==> config.mk <==
export PLATFORM = sky130hd
export DESIGN_NAME = mem_access_unit
export DESIGN_NICKNAME = d
export VERILOG_FILES = /design/src/rtl/mem_pkg.sv /design/src/rtl/byte_lane_unit.sv /design/src/rtl/mem_access_unit.sv
export SDC_FILE = /design/constraint.sdc
export NUM_CORES = 1
export LEC_CHECK = 0
export BUFFER_PORTS_ARGS = -buffer_cell sky130_fd_sc_hd__buf_4
export CAP_MARGIN = 20
export CORE_MARGIN = 2
export CORE_UTILIZATION = 52
export DETAILED_ROUTE_END_ITERATION = 8
export PLACE_DENSITY = 0.83
export SETUP_SLACK_MARGIN = 0.4
export SLEW_MARGIN = 40
export SYNTH_ARGS = -nofsm -noshare
export SYNTH_HDL_FRONTEND = slang
export SYNTH_SLANG_ARGS = --single-unit
==> constraint.sdc <==
create_clock -name clk -period 3.4 [get_ports clk]
set_input_delay 1.02 -clock clk [delete_from_list [all_inputs] [get_ports clk]]
set_output_delay 1.02 -clock clk [all_outputs]
set_load 0.01 [all_outputs]
==> src/rtl/mem_pkg.sv <==
// Shared definitions for the MEM-stage load/store front end:
// op encodings, FSM state encoding and default widths/depths.
package mem_pkg;

    localparam int SIZE        = 32;
    localparam int DEPTH_WORDS = 1024;

    localparam logic [2:0] OP_B  = 3'b000;
    localparam logic [2:0] OP_H  = 3'b001;
    localparam logic [2:0] OP_W  = 3'b010;
    localparam logic [2:0] OP_BU = 3'b100;
    localparam logic [2:0] OP_HU = 3'b101;

    typedef enum logic [1:0] {
        ST_IDLE      = 2'd0,
        ST_LOAD_RSP  = 2'd1,
        ST_RMW_MERGE = 2'd2
    } state_e;

endpackage

==> src/rtl/byte_lane_unit.sv <==
// Combinational byte/half lane extract+extend and merge for a word-wide memory.
// Ports: word_i (memory word), data_i (store data), off_i (byte offset), op_i, ext_o, merged_o.
module byte_lane_unit
    import mem_pkg::*;
#(
    parameter int SIZE = mem_pkg::SIZE
) (
    input  logic [SIZE-1:0] word_i,
    input  logic [SIZE-1:0] data_i,
    input  logic [1:0]      off_i,
    input  logic [2:0]      op_i,
    output logic [SIZE-1:0] ext_o,
    output logic [SIZE-1:0] merged_o
);

    logic [7:0]  lane_b;
    logic [15:0] lane_h;

    // Little-endian lanes: byte k = bits [8k+7:8k], half selected by off[1].
    assign lane_b = word_i[{off_i, 3'b000} +: 8];
    assign lane_h = word_i[{off_i[1], 4'b0000} +: 16];

    always_comb begin
        ext_o = word_i;
        case (op_i)
            OP_B:    ext_o = {{(SIZE-8){lane_b[7]}}, lane_b};
            OP_BU:   ext_o = {{(SIZE-8){1'b0}}, lane_b};
            OP_H:    ext_o = {{(SIZE-16){lane_h[15]}}, lane_h};
            OP_HU:   ext_o = {{(SIZE-16){1'b0}}, lane_h};
            default: ext_o = word_i;
        endcase
    end

    always_comb begin
        merged_o = word_i;
        case (op_i)
            OP_B:    merged_o[{off_i, 3'b000} +: 8]     = data_i[7:0];
            OP_H:    merged_o[{off_i[1], 4'b0000} +: 16] = data_i[15:0];
            default: merged_o = data_i;
        endcase
    end

endmodule

==> src/rtl/mem_access_unit.sv <==
// MEM-stage load/store front end: fault decode, load extend, SB/SH read-modify-write.
// Ports: clk/rst, request (req,is_store,op,addr,store_data), stall/load/fault, DataMemory side.
module mem_access_unit
    import mem_pkg::*;
#(
    parameter int SIZE        = mem_pkg::SIZE,
    parameter int DEPTH_WORDS = mem_pkg::DEPTH_WORDS
) (
    input  logic            clk,
    input  logic            rst,
    input  logic            req,
    input  logic            is_store,
    input  logic [2:0]      op,
    input  logic [SIZE-1:0] addr,
    input  logic [SIZE-1:0] store_data,
    output logic            stall,
    output logic            load_valid,
    output logic [SIZE-1:0] load_data,
    output logic            fault,
    output logic [SIZE-1:0] mem_address,
    output logic [SIZE-1:0] mem_writeData,
    output logic            mem_MemRead,
    output logic            mem_MemWrite,
    input  logic [SIZE-1:0] mem_readData
);

    typedef struct packed {
        logic [SIZE-1:0] addr;
        logic [2:0]      op;
        logic            is_store;
        logic [SIZE-1:0] store_data;
    } req_t;

    localparam logic [SIZE:0] LIMIT = (SIZE+1)'(4 * DEPTH_WORDS);

    state_e          state_q, state_d;
    req_t            req_q, req_d;
    logic [SIZE-1:0] last_load_q, last_load_d;

    logic            bad;
    logic            accept;
    logic            is_sw;
    logic [SIZE-1:0] ext;
    logic [SIZE-1:0] merged;

    // Fault decode on the live request; only meaningful in IDLE.
    always_comb begin
        bad = 1'b0;
        case (op)
            OP_B:    bad = 1'b0;
            OP_H:    bad = addr[0];
            OP_W:    bad = (addr[1:0] != 2'b00);
            OP_BU:   bad = is_store;
            OP_HU:   bad = is_store | addr[0];
            default: bad = 1'b1;
        endcase
        if ({1'b0, addr} >= LIMIT) begin
            bad = 1'b1;
        end
    end

    assign is_sw  = is_store && (op == OP_W);
    assign accept = (state_q == ST_IDLE) && req && !bad;

    assign req_d = '{addr: addr, op: op, is_store: is_store,
                     store_data: store_data};

    byte_lane_unit #(
        .SIZE (SIZE)
    ) u_lanes (
        .word_i   (mem_readData),
        .data_i   (req_q.store_data),
        .off_i    (req_q.addr[1:0]),
        .op_i     (req_q.op),
        .ext_o    (ext),
        .merged_o (merged)
    );

    assign last_load_d = (state_q == ST_LOAD_RSP) ? ext : last_load_q;

    always_ff @(posedge clk) begin
        if (rst) begin
            state_q     <= ST_IDLE;
            req_q       <= '0;
            last_load_q <= '0;
        end else begin
            state_q     <= state_d;
            last_load_q <= last_load_d;
            if (accept) begin
                req_q <= req_d;
            end
        end
    end

    always_comb begin
        state_d = ST_IDLE;
        case (state_q)
            ST_IDLE: begin
                if (accept && !is_sw) begin
                    state_d = is_store ? ST_RMW_MERGE : ST_LOAD_RSP;
                end
            end
            default: state_d = ST_IDLE;
        endcase
    end

    // Reset overrides every strobe, including a pending RMW write.
    always_comb begin
        stall         = 1'b0;
        load_valid    = 1'b0;
        fault         = 1'b0;
        mem_MemRead   = 1'b0;
        mem_MemWrite  = 1'b0;
        load_data     = last_load_q;
        mem_address   = {2'b00, req_q.addr[SIZE-1:2]};
        mem_writeData = merged;
        case (state_q)
            ST_IDLE: begin
                mem_address   = {2'b00, addr[SIZE-1:2]};
                mem_writeData = store_data;
                if (!rst && req) begin
                    if (bad) begin
                        fault = 1'b1;
                    end else if (is_sw) begin
                        mem_MemWrite = 1'b1;
                    end else begin
                        mem_MemRead = 1'b1;
                        stall       = 1'b1;
                    end
                end
            end
            ST_LOAD_RSP: begin
                if (!rst) begin
                    load_valid = 1'b1;
                    load_data  = ext;
                end
            end
            ST_RMW_MERGE: begin
                mem_MemWrite = !rst;
            end
            default: begin
                stall = 1'b0;
            end
        endcase
    end

endmodule

* Word-level counts from Yosys, hierarchy flattened
Cells that the tools add are included.
** Word-level totals
- Logic and storage cells :: 63
- Register bits after elaboration :: 101
** Cells by class
- Reduce and logical (&&, ||, !) cells :: 13
- Shift operators :: 6
- Eq/ne operators :: 9
- Order comparisons :: 1
- Muxes and demuxes :: 24
- Bitwise operators :: 3
- $add $sub $neg :: 2
** Operators with widths (number)
- 32-bit case mux with 4 select lines :: 1
- 32-bit 2-to-1 mux :: 3
- 32-bit bitwise mux :: 2
- 32-bit case mux with 2 select lines :: 1
- 32-bit by 13-bit greater-or-equal comparator with 1-bit output (second input constant) :: 1
- 16-bit by 7-bit variable shift with 32-bit output (first input constant) :: 1
- 8-bit by 7-bit variable shift with 32-bit output (first input constant) :: 1
- 16-bit by 7-bit indexed part select with 32-bit output :: 1
- 32-bit by 6-bit indexed part select with 16-bit output :: 1
- 32-bit by 6-bit indexed part select with 8-bit output :: 1
- 8-bit by 7-bit indexed part select with 32-bit output :: 1
- 30-bit 2-to-1 mux :: 1
- 5-bit negator with 7-bit output :: 2
- 1-bit 2-to-1 mux :: 13
- 3-bit == test (second input constant) :: 4
- 3-bit by 1-bit == test with 1-bit output (second input constant) :: 2
- 3-bit zero test :: 2
- 1-bit logical AND :: 5
- 1-bit case mux with 5 select lines :: 1
- 3-bit by 2-bit == test with 1-bit output (second input constant) :: 1
- 1-bit zero test :: 3
- 3-bit OR reduction :: 1
- 2-bit by 1-bit == test with 1-bit output (second input constant) :: 1
- 2-bit == test (second input constant) :: 1
- 6 further kinds :: 7

* Depth between registers and ports, before layout
Gate-level depths: netlist of run 1.
- Depth after elaboration :: 8
- Gate-level depth with buffers :: 9
- Mapped depth without buffers :: 6

* Hierarchy
Synthesis of run 1 repeated with hierarchy kept, for this count alone.
** Unflattened totals
- Cells, all modules :: 764
- Area total of the unflattened synthesis :: 6759.0 sq um
** Modules (own cells, without submodules)
- mem_access_unit :: times used 1, seq. area each 2021.9 sq um, area an instance 5016.1 sq um, cells an instance 466
- byte_lane_unit :: times used 1, seq. area each 0.0 sq um, area an instance 1742.9 sq um, cells an instance 298

* Least setup slack after synthesis of run 1
Ideal clock, no wire load.
- Path kind :: in2out
- Start :: input rst
- End :: output load_data[30]
- Slack :: 0.063 ns
- Required time :: 2.380 ns
- Buffers on the path :: 2
- Cell stages on the path :: 7
- Arrival time :: 2.317 ns
- Cell sequence :: clkbuf_1 > inv_1 > nand3_1 > inv_1 > buf_1 > o21ai_0 > o21ai_0
** Between the ends
- Word-level cells in the longest chain between the ends :: 2
** Ends and longest elaborated chain
- start, declared :: RTL line mem_access_unit.sv:10 : input logic rst,
- 32-bit 2-to-1 mux :: RTL line mem_access_unit.sv:133 : if (!rst) begin
- 32-bit 2-to-1 mux :: RTL line mem_access_unit.sv:117 : case (state_q)
- end, declared :: RTL line mem_access_unit.sv:18 : output logic [SIZE-1:0] load_data,
No other way between the ends.

* Final worst setup path of run 1
- Start :: input mem_readData[23]
- End :: output load_data[30]
** Between the ends
- Word-level cells in the longest chain between the ends :: 4
** Ends and longest elaborated chain
- start, declared :: RTL line mem_access_unit.sv:24 : input logic [SIZE-1:0] mem_readData
- 32-bit by 6-bit indexed part select with 8-bit output :: RTL line byte_lane_unit.sv:20 : assign lane_b = word_i[{off_i, 3'b000} +: 8];
- 32-bit case mux with 4 select lines :: RTL line byte_lane_unit.sv:25 : case (op_i)
- 32-bit 2-to-1 mux :: RTL line mem_access_unit.sv:133
- 32-bit 2-to-1 mux :: RTL line mem_access_unit.sv:117
No other way between the ends.

==> impl_metrics.tcl, run 1 <==
set metrics [dict create \
    wl_per_cell_um 23.1 \
    fmax_ghz 0.289 \
    clock-sinks 101 \
    hold_path_class "reg2reg" \
    cts_tree "done" \
    die_w_um 113 \
    synth_commonest_cells "265 x nand2_1, 101 x dfxtp_1, 79 x mux2i_1" \
    reg2reg_slack_ns 1.07 \
    stdcell_count 1173 \
    startpoint "mem_readData[23]" \
    clkSlewWorstSetupHoldPaths_ns 0.06 \
    crit_type "in2out" \
    dieHeight_um 113 \
    yosysTopAreaCellShare 0.328 \
    drc_errors 9 \
    cp_data_required_time_ns 2.38 \
    layout-drive-gt1-share 0.398 \
    core_mm2 0.0115 \
    grt_max_degree 95 \
    antenna_left 0 \
    clock_latency_ns 0.37 \
    antenna_found_initial 0 \
    place_ws_ns -0.0552 \
    diodes 0 \
    grt_pass1_wl_um 34000 \
    timing.rr.end "last_load_q[23]$_SDFFE_PP0N_" \
    regArea_mm2 0.00203 \
    hold_violations 0 \
    yosysUniqueCellTypes 49 \
    yosysMostFrequentCell "nand2_1" \
    place_inst 1117 \
    synth_seq_cells 101 \
    drv_cap 0 \
    die_area_mm2 0.0127 \
    skew_ns 0.00656 \
    synth_flop_cell "dfxtp_1" \
    crit_fanout 8 \
    r2r-start "req_q[37]$_SDFFE_PP0P_" \
    cp.arrival_ns 2.44 \
    grt_pass1_vias 6489 \
    drt-initial-drc-count 1059 \
    yosysWarnings 0 \
    syn_avg_cell_area_um2 7.57 \
    area_delta_synth_final_pct 57.1 \
    fin_crit_sh 1.02 \
    rr_worst_depth 9 \
    relSlewSlack 0.524 \
    synthAdderAreaFrac 0.0101 \
    fillers 616 \
    worst_pin_slew_ns 0.699 \
    setup_viol 17 \
    maxSlewViolCount 0 \
    synth_edf_count 0 \
    syn_inst 815 \
    worstSetupEndpoint "load_data[30]" \
    synthSimpleGateAreaFrac 0.267 \
    synthMuxAreaShare 0.136 \
    synth_xor_area_frac 0 \
    end_kind "output pin" \
    vdd_drop_max_mv 0.350 \
    syn-cell-area_mm2 0.00617 \
    clk_path_buf_depth 2 \
    routabilityCongestion 0.931 \
    outcome "complete, but fails checks" \
    synth_area_leaders "dfxtp_1 33%, nand2_1 16%, mux2i_1 13%, o21ai_0 6.1%, a221oi_1 4.7%" \
    yosys.area.top_type "dfxtp_1" \
    initial_utilization 0.535 \
    multi_input_area_mm2 0.00474 \
    rsz0062_at_grt "true" \
    synth-compound-area-share 0.200 \
    ys_async_sr_fraction 0 \
    ios 204 \
    root_buffer "clkbuf_16" \
    via_per_inst 6.62 \
    globalRoute.totalOverflow 0 \
    yosysSeqAreaShare 0.328 \
    fin_crit_ns 3.46 \
    finalWirelength_um 27100 \
    worst_setup_path_start_kind "input port" \
    grt_use_total 0.332 \
    dr.pass1.iters 9 \
    power_density_mw_per_mm2 278 \
    htree_levels 3 \
    hpwl_um 14200 \
    cts_buffers 9 \
    vias 7763 \
    port_buffers 201 \
    synth_top_family_by_area "simple AND/OR/NAND/NOR gates" \
    rows 39 \
    p_leak_nw 4.06 \
    violations "DRC, setup timing" \
    fin_nets 1133 \
    layout_setup_ws_ns -0.0571 \
]
-- layout make-up --
class                           count  share of cell area
Clock buffer                       12              0.0255
Multi-Input combinational cell    635               0.489
Timing Repair Buffer              268               0.246
Clock inverter                      4             0.00491
Tap cell                          143              0.0185
Inverter                           10             0.00607
Sequential cell                   101               0.210
-- where the power goes --
| group | switching [mW] | total, mW | internal (mW) | leakage (nW) |
|---|---|---|---|---|
| Combinational | 0.223 | 0.447 | 0.224 | 3.10 |
| Sequential | 0.000000204 | 1.18 | 1.18 | 0.815 |
| Clock | 0.476 | 1.07 | 0.589 | 0.143 |
| Total | 0.699 | 2.69 | 1.99 | 4.06 |
-- critical path: stages --
cell	delay, ns
buf_6	0.10
buf_6	0.12
mux2_2	0.26
mux2i_1	0.23
o21a_2	0.29
clkbuf_16	0.20
o21ai_2	0.06
buf_4	0.15
-- flip-flops by register name (all words and copies together) (netlist names) --
signal / count
last_load_q: 32
state_q: 2
req_q: 67
-- kinds of logic (layout without fill, tap and decap cells) --
kind of cell | after synthesis | count (layout)
adders and majority gates | 5 | 5
and+or+nand+nor | 368 | 368
buffers and inverters | 80 | 294
other | 1 | 2
muxes | 82 | 82
DFF | 101 | 101
AOI/OAI and AO/OA | 178 | 178
-- timing repair --
action,in CTS,in global routing
gates cloned,2,1
pin swaps,38,53
endpoints found under the setup margin,68,72
buffers inserted,14,23
hold buffers,0,0
resized for setup,108,126
-- layer usage --
layer / vias up / share of wire / global-route usage
met5: - / 0 / 0
met4: 0 / 0.081 / 0.139
met3: 229 / 0.11 / 0.0959
met2: 602 / 0.45 / 0.539
met1: 3629 / 0.35 / 0.414
li1: 3303 / - / -
-- metrics by stage --
step	setup TNS, ns	utilization	cell area [um2]	power [mW]	hold slack [ns]
after floorplan	0	-	6210	1.34	0.423
after global placement	-0.00428	0.679	7820	1.55	0.429
after detailed placement	-0.164	0.679	7820	1.56	0.435
after CTS	0	0.766	8820	2.61	0.446
after global routing	-0.754	0.841	9680	2.75	0.468
final	-0.463	0.841	9680	2.69	0.456
-- worst min-delay path by stage --
stage                     slack [ns]  depth (start not counted)                     endpoint                        start
after floorplan                 0.42                          2  last_load_q[0]$_SDFFE_PP0N_  last_load_q[0]$_SDFFE_PP0N_
after global placement          0.43                          2  last_load_q[3]$_SDFFE_PP0N_  last_load_q[3]$_SDFFE_PP0N_
after detailed placement        0.44                          2  last_load_q[5]$_SDFFE_PP0N_  last_load_q[5]$_SDFFE_PP0N_
after CTS                       0.45                          2  last_load_q[4]$_SDFFE_PP0N_  last_load_q[4]$_SDFFE_PP0N_
after global routing            0.47                          2       req_q[41]$_SDFFE_PP0P_       req_q[41]$_SDFFE_PP0P_
final                           0.46                          1  last_load_q[8]$_SDFFE_PP0N_  last_load_q[8]$_SDFFE_PP0N_
-- cells in the final DEF (no fill, tap or decap), types with 3 or more instances in the layout --
cell type  instances
buf_12             8
nand2_1          263
o21ai_2           19
a31oi_4            7
a221o_1           16
o21ai_1            3
o21ai_0           51
ha_4               5
dfxtp_1           98
mux2i_1           75
nor3b_1           21
o221ai_1           5
nor2b_1           16
mux2i_2            3
nand4_1            3
a221oi_4          19
clkbuf_16         10
buf_4            205
a211oi_2          17
nor2_1            24
inv_1              4
buf_6             49
a221oi_2          14
nor4_1             5
buf_8              3
a21o_1            16
and3b_1            7
Power figures use the tool's default switching activity.
==> run 2: changes to the inputs <==
--- a/config.mk
+++ b/config.mk
@@ -5,12 +5,12 @@
 export SDC_FILE = /design/constraint.sdc
 export NUM_CORES = 1
 export LEC_CHECK = 0
+export ABC_AREA = 1
 export BUFFER_PORTS_ARGS = -buffer_cell sky130_fd_sc_hd__buf_4
 export CAP_MARGIN = 20
-export CORE_MARGIN = 2
-export CORE_UTILIZATION = 52
+export CORE_UTILIZATION = 53
 export DETAILED_ROUTE_END_ITERATION = 8
-export PLACE_DENSITY = 0.83
+export PLACE_DENSITY = 0.82
 export SETUP_SLACK_MARGIN = 0.4
 export SLEW_MARGIN = 40
 export SYNTH_ARGS = -nofsm -noshare
==> run 2 against run 1 <==
Against the previous run:
- largest power group is now the clock network
- the run ends with setup timing left
- sequential share of layout area down 2.8 points
- non-clock buffer count up 46
- register-to-register slack worse by 0.94 ns
- critical path type is now reg2out
- critical path depth up 4
- clock power up 13%
- synthesized area up 17%
- via count up 30%
- global-route usage up 1.5 points
- combinational power up 6.5%
- synthesized cell count up 55%
==> impl_metrics.tcl, run 2 <==
set metrics [dict create \
    globalRoute.totalOverflow 0 \
    area_delta_synth_final_pct 55.4 \
    cts_buffers 9 \
    cp_data_required_time_ns 2.38 \
    drt-initial-drc-count 1743 \
    antenna_left 0 \
    postCtsHoldBufs 0 \
    power_density_mw_per_mm2 257 \
    maxSlewViolCount 0 \
    syn-cell-area_mm2 0.00720 \
    yosysWarnings 0 \
    grt_use_total 0.347 \
    yosys.area.top_type "dfxtp_1" \
    yosysTopAreaCellShare 0.281 \
    yosysMostFrequentCell "nand2_1" \
    clkSlewWorstSetupHoldPaths_ns 0.07 \
    synthMuxAreaShare 0 \
    ys_async_sr_fraction 0 \
    core_mm2 0.0132 \
    hold_violations 0 \
    fmax_ghz 0.294 \
    grt_pass1_wl_um 39400 \
    wl_per_cell_um 18.7 \
    top_regs "req_q x67, last_load_q x32, state_q x2" \
    layout-drive-gt1-share 0.358 \
    synthSimpleGateAreaFrac 0.389 \
    synth_area_leaders "dfxtp_1 28%, nand2_1 21%, inv_1 10%, nand3_1 6.4%, o21ai_0 6.1%" \
    dieHeight_um 119 \
    rsz0062_at_grt "true" \
    synth_edf_count 0 \
    synth_commonest_cells "409 x nand2_1, 196 x inv_1, 101 x dfxtp_1, 101 x nor2_1, 92 x nand3_1" \
    dr.pass1.iters 8 \
    finalWirelength_um 31600 \
    top_register "req_q" \
    yosysSeqAreaShare 0.281 \
    grt_use_met2 0.552 \
    die_w_um 119 \
    port_buffers 201 \
    diodes 0 \
    largest_reg_flops 67 \
    violations "setup timing" \
    fillers 793 \
    initial_utilization 0.544 \
    ios 204 \
    grt_pass1_vias 7911 \
    relSlewSlack 0.605 \
    end_kind "output pin" \
    root_buffer "clkbuf_16" \
    holdCritStartpoint "req_q[48]$_SDFFE_PP0P_" \
    mostFrequentLayoutCells "374 x nand2_1, 250 x buf_4, 181 x inv_1" \
    setup_viol 2 \
    vdd_drop_max_mv 0.284 \
    reg2reg_slack_ns 0.13 \
    layout_commonest_cell "nand2_1" \
    worst_pin_slew_ns 0.592 \
    antenna_found_initial 0 \
    crit_fanout 8 \
    syn_avg_cell_area_um2 5.69 \
    fin_crit_ns 3.40 \
    rr_worst_depth 23 \
    clock_latency_ns 0.36 \
    htree_levels 3 \
    vias 10093 \
    skew_ns 0.00681 \
    synth_top_family_by_area "simple AND/OR/NAND/NOR gates" \
    synth-compound-area-share 0.163 \
    worst_setup_path_start_kind "flip-flop" \
    clk_path_buf_depth 2 \
    holdPathEnd "req_q[48]$_SDFFE_PP0P_" \
    die_area_mm2 0.0141 \
    fin_nets 1619 \
    cp.arrival_ns 2.38 \
    syn_inst 1264 \
    hpwl_um 16900 \
    fin_crit_sh 1.00 \
    grt_max_degree 69 \
    rows 42 \
    place_ws_ns 0.151 \
    whs_path_depth 2 \
    hold_path_class "reg2reg" \
    grt.met1_usage 0.465 \
    p_leak_nw 5.35 \
    yosysUniqueCellTypes 30 \
    drc_errors 0 \
    r2r-start "req_q[37]$_SDFFE_PP0P_" \
    synth_seq_cells 101 \
    synthAdderAreaFrac 0.00869 \
    routabilityCongestion 0.949 \
    busiest_layer "met2" \
    synth_flop_cell "dfxtp_1" \
    met3_usage 0.0656 \
    placement.cell_area_mm2 0.00884 \
    clock-sinks 101 \
    via_per_inst 5.97 \
    outcome "complete, but fails checks" \
    timing.rr.end "last_load_q[13]$_SDFFE_PP0N_" \
    layout_setup_ws_ns -0.00443 \
    crit_type "reg2out" \
    drv_cap 0 \
    fin_area_mm2 0.0112 \
    cts_tree "done" \
    synth_xor_area_frac 0 \
    finalPower_mw 2.87 \
]
-- run 2: metal layers --
metal | part of all wire | vias to the layer above
met2 | 0.45 | 878
li1 | - | 4461
met5 | 0 | -
met3 | 0.13 | 246
met1 | 0.36 | 4508
met4 | 0.067 | 0
-- run 2: layout make-up --
type                       instances  area (um2)  area share
multi-input combinational        880        5020       0.449
timing repair inverter             1        7.51    0.000671
clock buffer                      11         233      0.0208
inverter                         204         816      0.0729
clock inverter                     5         106     0.00951
timing repair buffer             314        2750       0.246
sequential                       101        2040       0.182
tap                              176         220      0.0197
-- run 2: what timing repair did --
| action | in CTS | in global routing |
|---|---|---|
| buffers inserted | 33 | 49 |
| gates resized for setup | 110 | 252 |
| cloned | 3 | 1 |
| pin swaps | 31 | 83 |
| endpoints found under the setup margin | 68 | 69 |
-- run 2: worst max-delay path by stage --
stage                                start           endpoint  cells after the start
floorplan                         addr[24]       mem_MemWrite                      9
global placement          mem_readData[15]      load_data[25]                      8
detailed placement        mem_readData[15]      load_data[28]                      8
CTS                       mem_readData[15]      load_data[19]                     11
global route        req_q[36]$_SDFFE_PP0P_  mem_writeData[17]                     12
finish              req_q[36]$_SDFFE_PP0P_  mem_writeData[17]                     12
-- run 2: stage by stage --
step | util | cells | hold slack (ns) | setup TNS, ns
2_1_floorplan | - | 1265 | 0.434 | 0
3_3_place_gp | 0.667 | 1590 | 0.444 | 0
3_5_place_dp | 0.667 | 1590 | 0.444 | 0
4_1_cts | 0.743 | 1642 | 0.456 | 0
5_1_grt | 0.844 | 1692 | 0.475 | -0.0782
6_report | 0.844 | 1692 | 0.458 | -0.00859
-- run 2: power by group --
| part | internal (mW) | total, mW | switching [mW] |
|---|---|---|---|
| clock network | 0.724 | 1.21 | 0.490 |
| registers | 1.18 | 1.18 | 0.000000350 |
| logic | 0.217 | 0.476 | 0.259 |
-- run 2: critical path: stages (launching register included) --
cell and delay (ns):
dfxtp_2 0.36, clkinv_4 0.09, ha_4 0.30, inv_4 0.05, buf_6 0.13, nor2_4 0.25, nand3_2 0.14, nand2_1 0.15
nand2_1 0.08, o211ai_1 0.15, nand2_1 0.10, o21ai_1 0.08, buf_4 0.13
-- run 2: logic make-up (layout without fill, tap and decap cells) --
| family | after synthesis | count (layout) |
|---|---|---|
| fa+ha+maj | 5 | 5 |
| simple gates | 666 | 666 |
| buf+inv | 284 | 535 |
| other cells | 1 | 2 |
| flops | 101 | 101 |
| compound gates | 207 | 207 |
==> run 3: changes to the inputs <==
--- a/config.mk
+++ b/config.mk
@@ -8,6 +8,7 @@
 export ABC_AREA = 1
 export BUFFER_PORTS_ARGS = -buffer_cell sky130_fd_sc_hd__buf_4
 export CAP_MARGIN = 20
+export CORE_ASPECT_RATIO = 1.25
 export CORE_UTILIZATION = 53
 export DETAILED_ROUTE_END_ITERATION = 8
 export PLACE_DENSITY = 0.82
==> run 3 against run 2 <==
Against the previous run:
- the flow now finishes without violations
- largest cell class unchanged
- clock skew grew 0.0029 ns
- global-route usage grew 4.3 points
- hold slack gained 0.0022 ns
- sequential power is essentially flat
- die area is essentially flat
- largest power group is now registers
- maximum frequency grew 4.7%
- flip-flop and latch count is the same
- worst setup slack gained 0.15 ns
- count of clock-buffer cells in the layout is the same
==> impl_metrics.tcl, run 3 (synthesis gave the netlist of run 2 again) <==
set metrics [dict create \
    outcome "complete, no violations" \
    antenna_left 0 \
    postCtsHoldBufs 0 \
    root_buffer "clkbuf_16" \
    drc_errors 0 \
    top_regs "req_q x67, last_load_q x32, state_q x2" \
    wl_per_cell_um 17.8 \
    antenna_found_initial 0 \
    grt_max_degree 81 \
    p_leak_nw 5.24 \
    largest_reg_flops 67 \
    globalRoute.totalOverflow 0 \
    vias 9632 \
    maxSlewViolCount 0 \
    worst_setup_path_start_kind "flip-flop" \
    via_per_inst 5.72 \
    fin_crit_sh 0.957 \
    dr.pass1.iters 7 \
    ios 204 \
    clkSlewWorstSetupHoldPaths_ns 0.07 \
    clk_path_buf_depth 2 \
    fin_crit_ns 3.25 \
    stdcell_count 1685 \
    drt-initial-drc-count 1075 \
    setup_viol 0 \
    finalSetupTns_ns 0 \
    dieHeight_um 132 \
    whs_path_depth 2 \
    clock_latency_ns 0.36 \
    rows 47 \
    cts_buffers 9 \
    drv_cap 0 \
    routabilityCongestion 0.974 \
    rr_worst_depth 22 \
    skew_ns 0.00972 \
    finalWirelength_um 30000 \
    crit_type "reg2out" \
    power_density_mw_per_mm2 255 \
    diodes 0 \
    die_w_um 106 \
    grt_use_total 0.389 \
    cp_data_required_time_ns 2.38 \
    cp.arrival_ns 2.23 \
    mostFrequentLayoutCells "377 x nand2_1, 241 x buf_4, 180 x inv_1" \
    vdd_drop_max_mv 0.295 \
    end_kind "output pin" \
    fmax_ghz 0.307 \
    initial_utilization 0.544 \
    worst_pin_slew_ns 0.695 \
    hpwl_um 16900 \
    die_area_mm2 0.0141 \
    place_inst 1582 \
    crit_fanout 5 \
    finalPower_mw 2.78 \
    hold_path_class "reg2reg" \
    core_mm2 0.0132 \
    placement.cell_area_mm2 0.00881 \
    layout_commonest_cell "nand2_1" \
    cts_tree "done" \
    clock-sinks 101 \
    hold_violations 0 \
    top_register "req_q" \
    rsz0062_at_grt "true" \
    fin_area_mm2 0.0109 \
    area_delta_synth_final_pct 51.1 \
    grt_pass1_vias 8629 \
    port_buffers 201 \
    layout-drive-gt1-share 0.345 \
    htree_levels 3 \
    grt_pass1_wl_um 43500 \
    relSlewSlack 0.537 \
    fin_nets 1617 \
]
[run 3: metrics by stage]
stage                     worst slack [ns]   util  hold WS [ns]
after floorplan                      0.410      -         0.434
after global placement               0.160  0.666         0.442
after detailed placement             0.148  0.666         0.447
after CTS                            0.237  0.775         0.461
after global routing                0.0884  0.822         0.471
final                                0.148  0.822         0.461
[run 3: timing repair]
item,CTS,global route
setup buffers,69,12
pin swaps,64,75
gates cloned,5,1
endpoints found under the setup margin,68,138
resized for setup,153,149
[run 3: final timing paths]
kind / endpoint / slack [ns] / from
worst max register to register: last_load_q[17]$_SDFFE_PP0N_ / 0.27 / req_q[37]$_SDFFE_PP0P_
worst min register to register: req_q[66]$_SDFFE_PP0P_ / 0.46 / req_q[66]$_SDFFE_PP0P_
worst max-delay path: mem_writeData[18] / 0.15 / req_q[37]$_SDFFE_PP0P_
worst min-delay path: req_q[66]$_SDFFE_PP0P_ / 0.46 / req_q[66]$_SDFFE_PP0P_
[run 3: metal layers]
layer / GRT usage / share of wire / vias up
met3: 0.0746 / 0.097 / 182
met1: 0.474 / 0.36 / 4312
li1: - / - / 4463
met4: 0.214 / 0.070 / 0
met5: 0 / 0 / -
met2: 0.641 / 0.48 / 675
[run 3: cell type report]
class | instances | area (um2)
multi-input cells | 881 | 4820
repair buffers | 309 | 2670
fillers | 877 | 2360
flip-flops and latches | 101 | 2030
inverters | 204 | 800
clock buffers | 11 | 253
well taps | 171 | 214
clock inverters | 5 | 66.3
repair inverters | 3 | 17.5
[run 3: worst max-delay path: stages (launching register included)]
cell        delay, ns
dfxtp_4          0.36
inv_4            0.09
buf_6            0.13
ha_4             0.18
clkinvlp_4       0.22
buf_6            0.20
nand3_2          0.08
nand2_1          0.07
nand2_1          0.07
o211ai_1         0.15
nand2_1          0.12
o21ai_2          0.06
buf_4            0.14
[run 3: where the power goes]
group	switching [mW]	internal, mW	total [mW]	leakage, nW
clock network	0.502	0.621	1.12	0.154
logic	0.250	0.223	0.474	4.27
registers	0.000000322	1.18	1.18	0.815
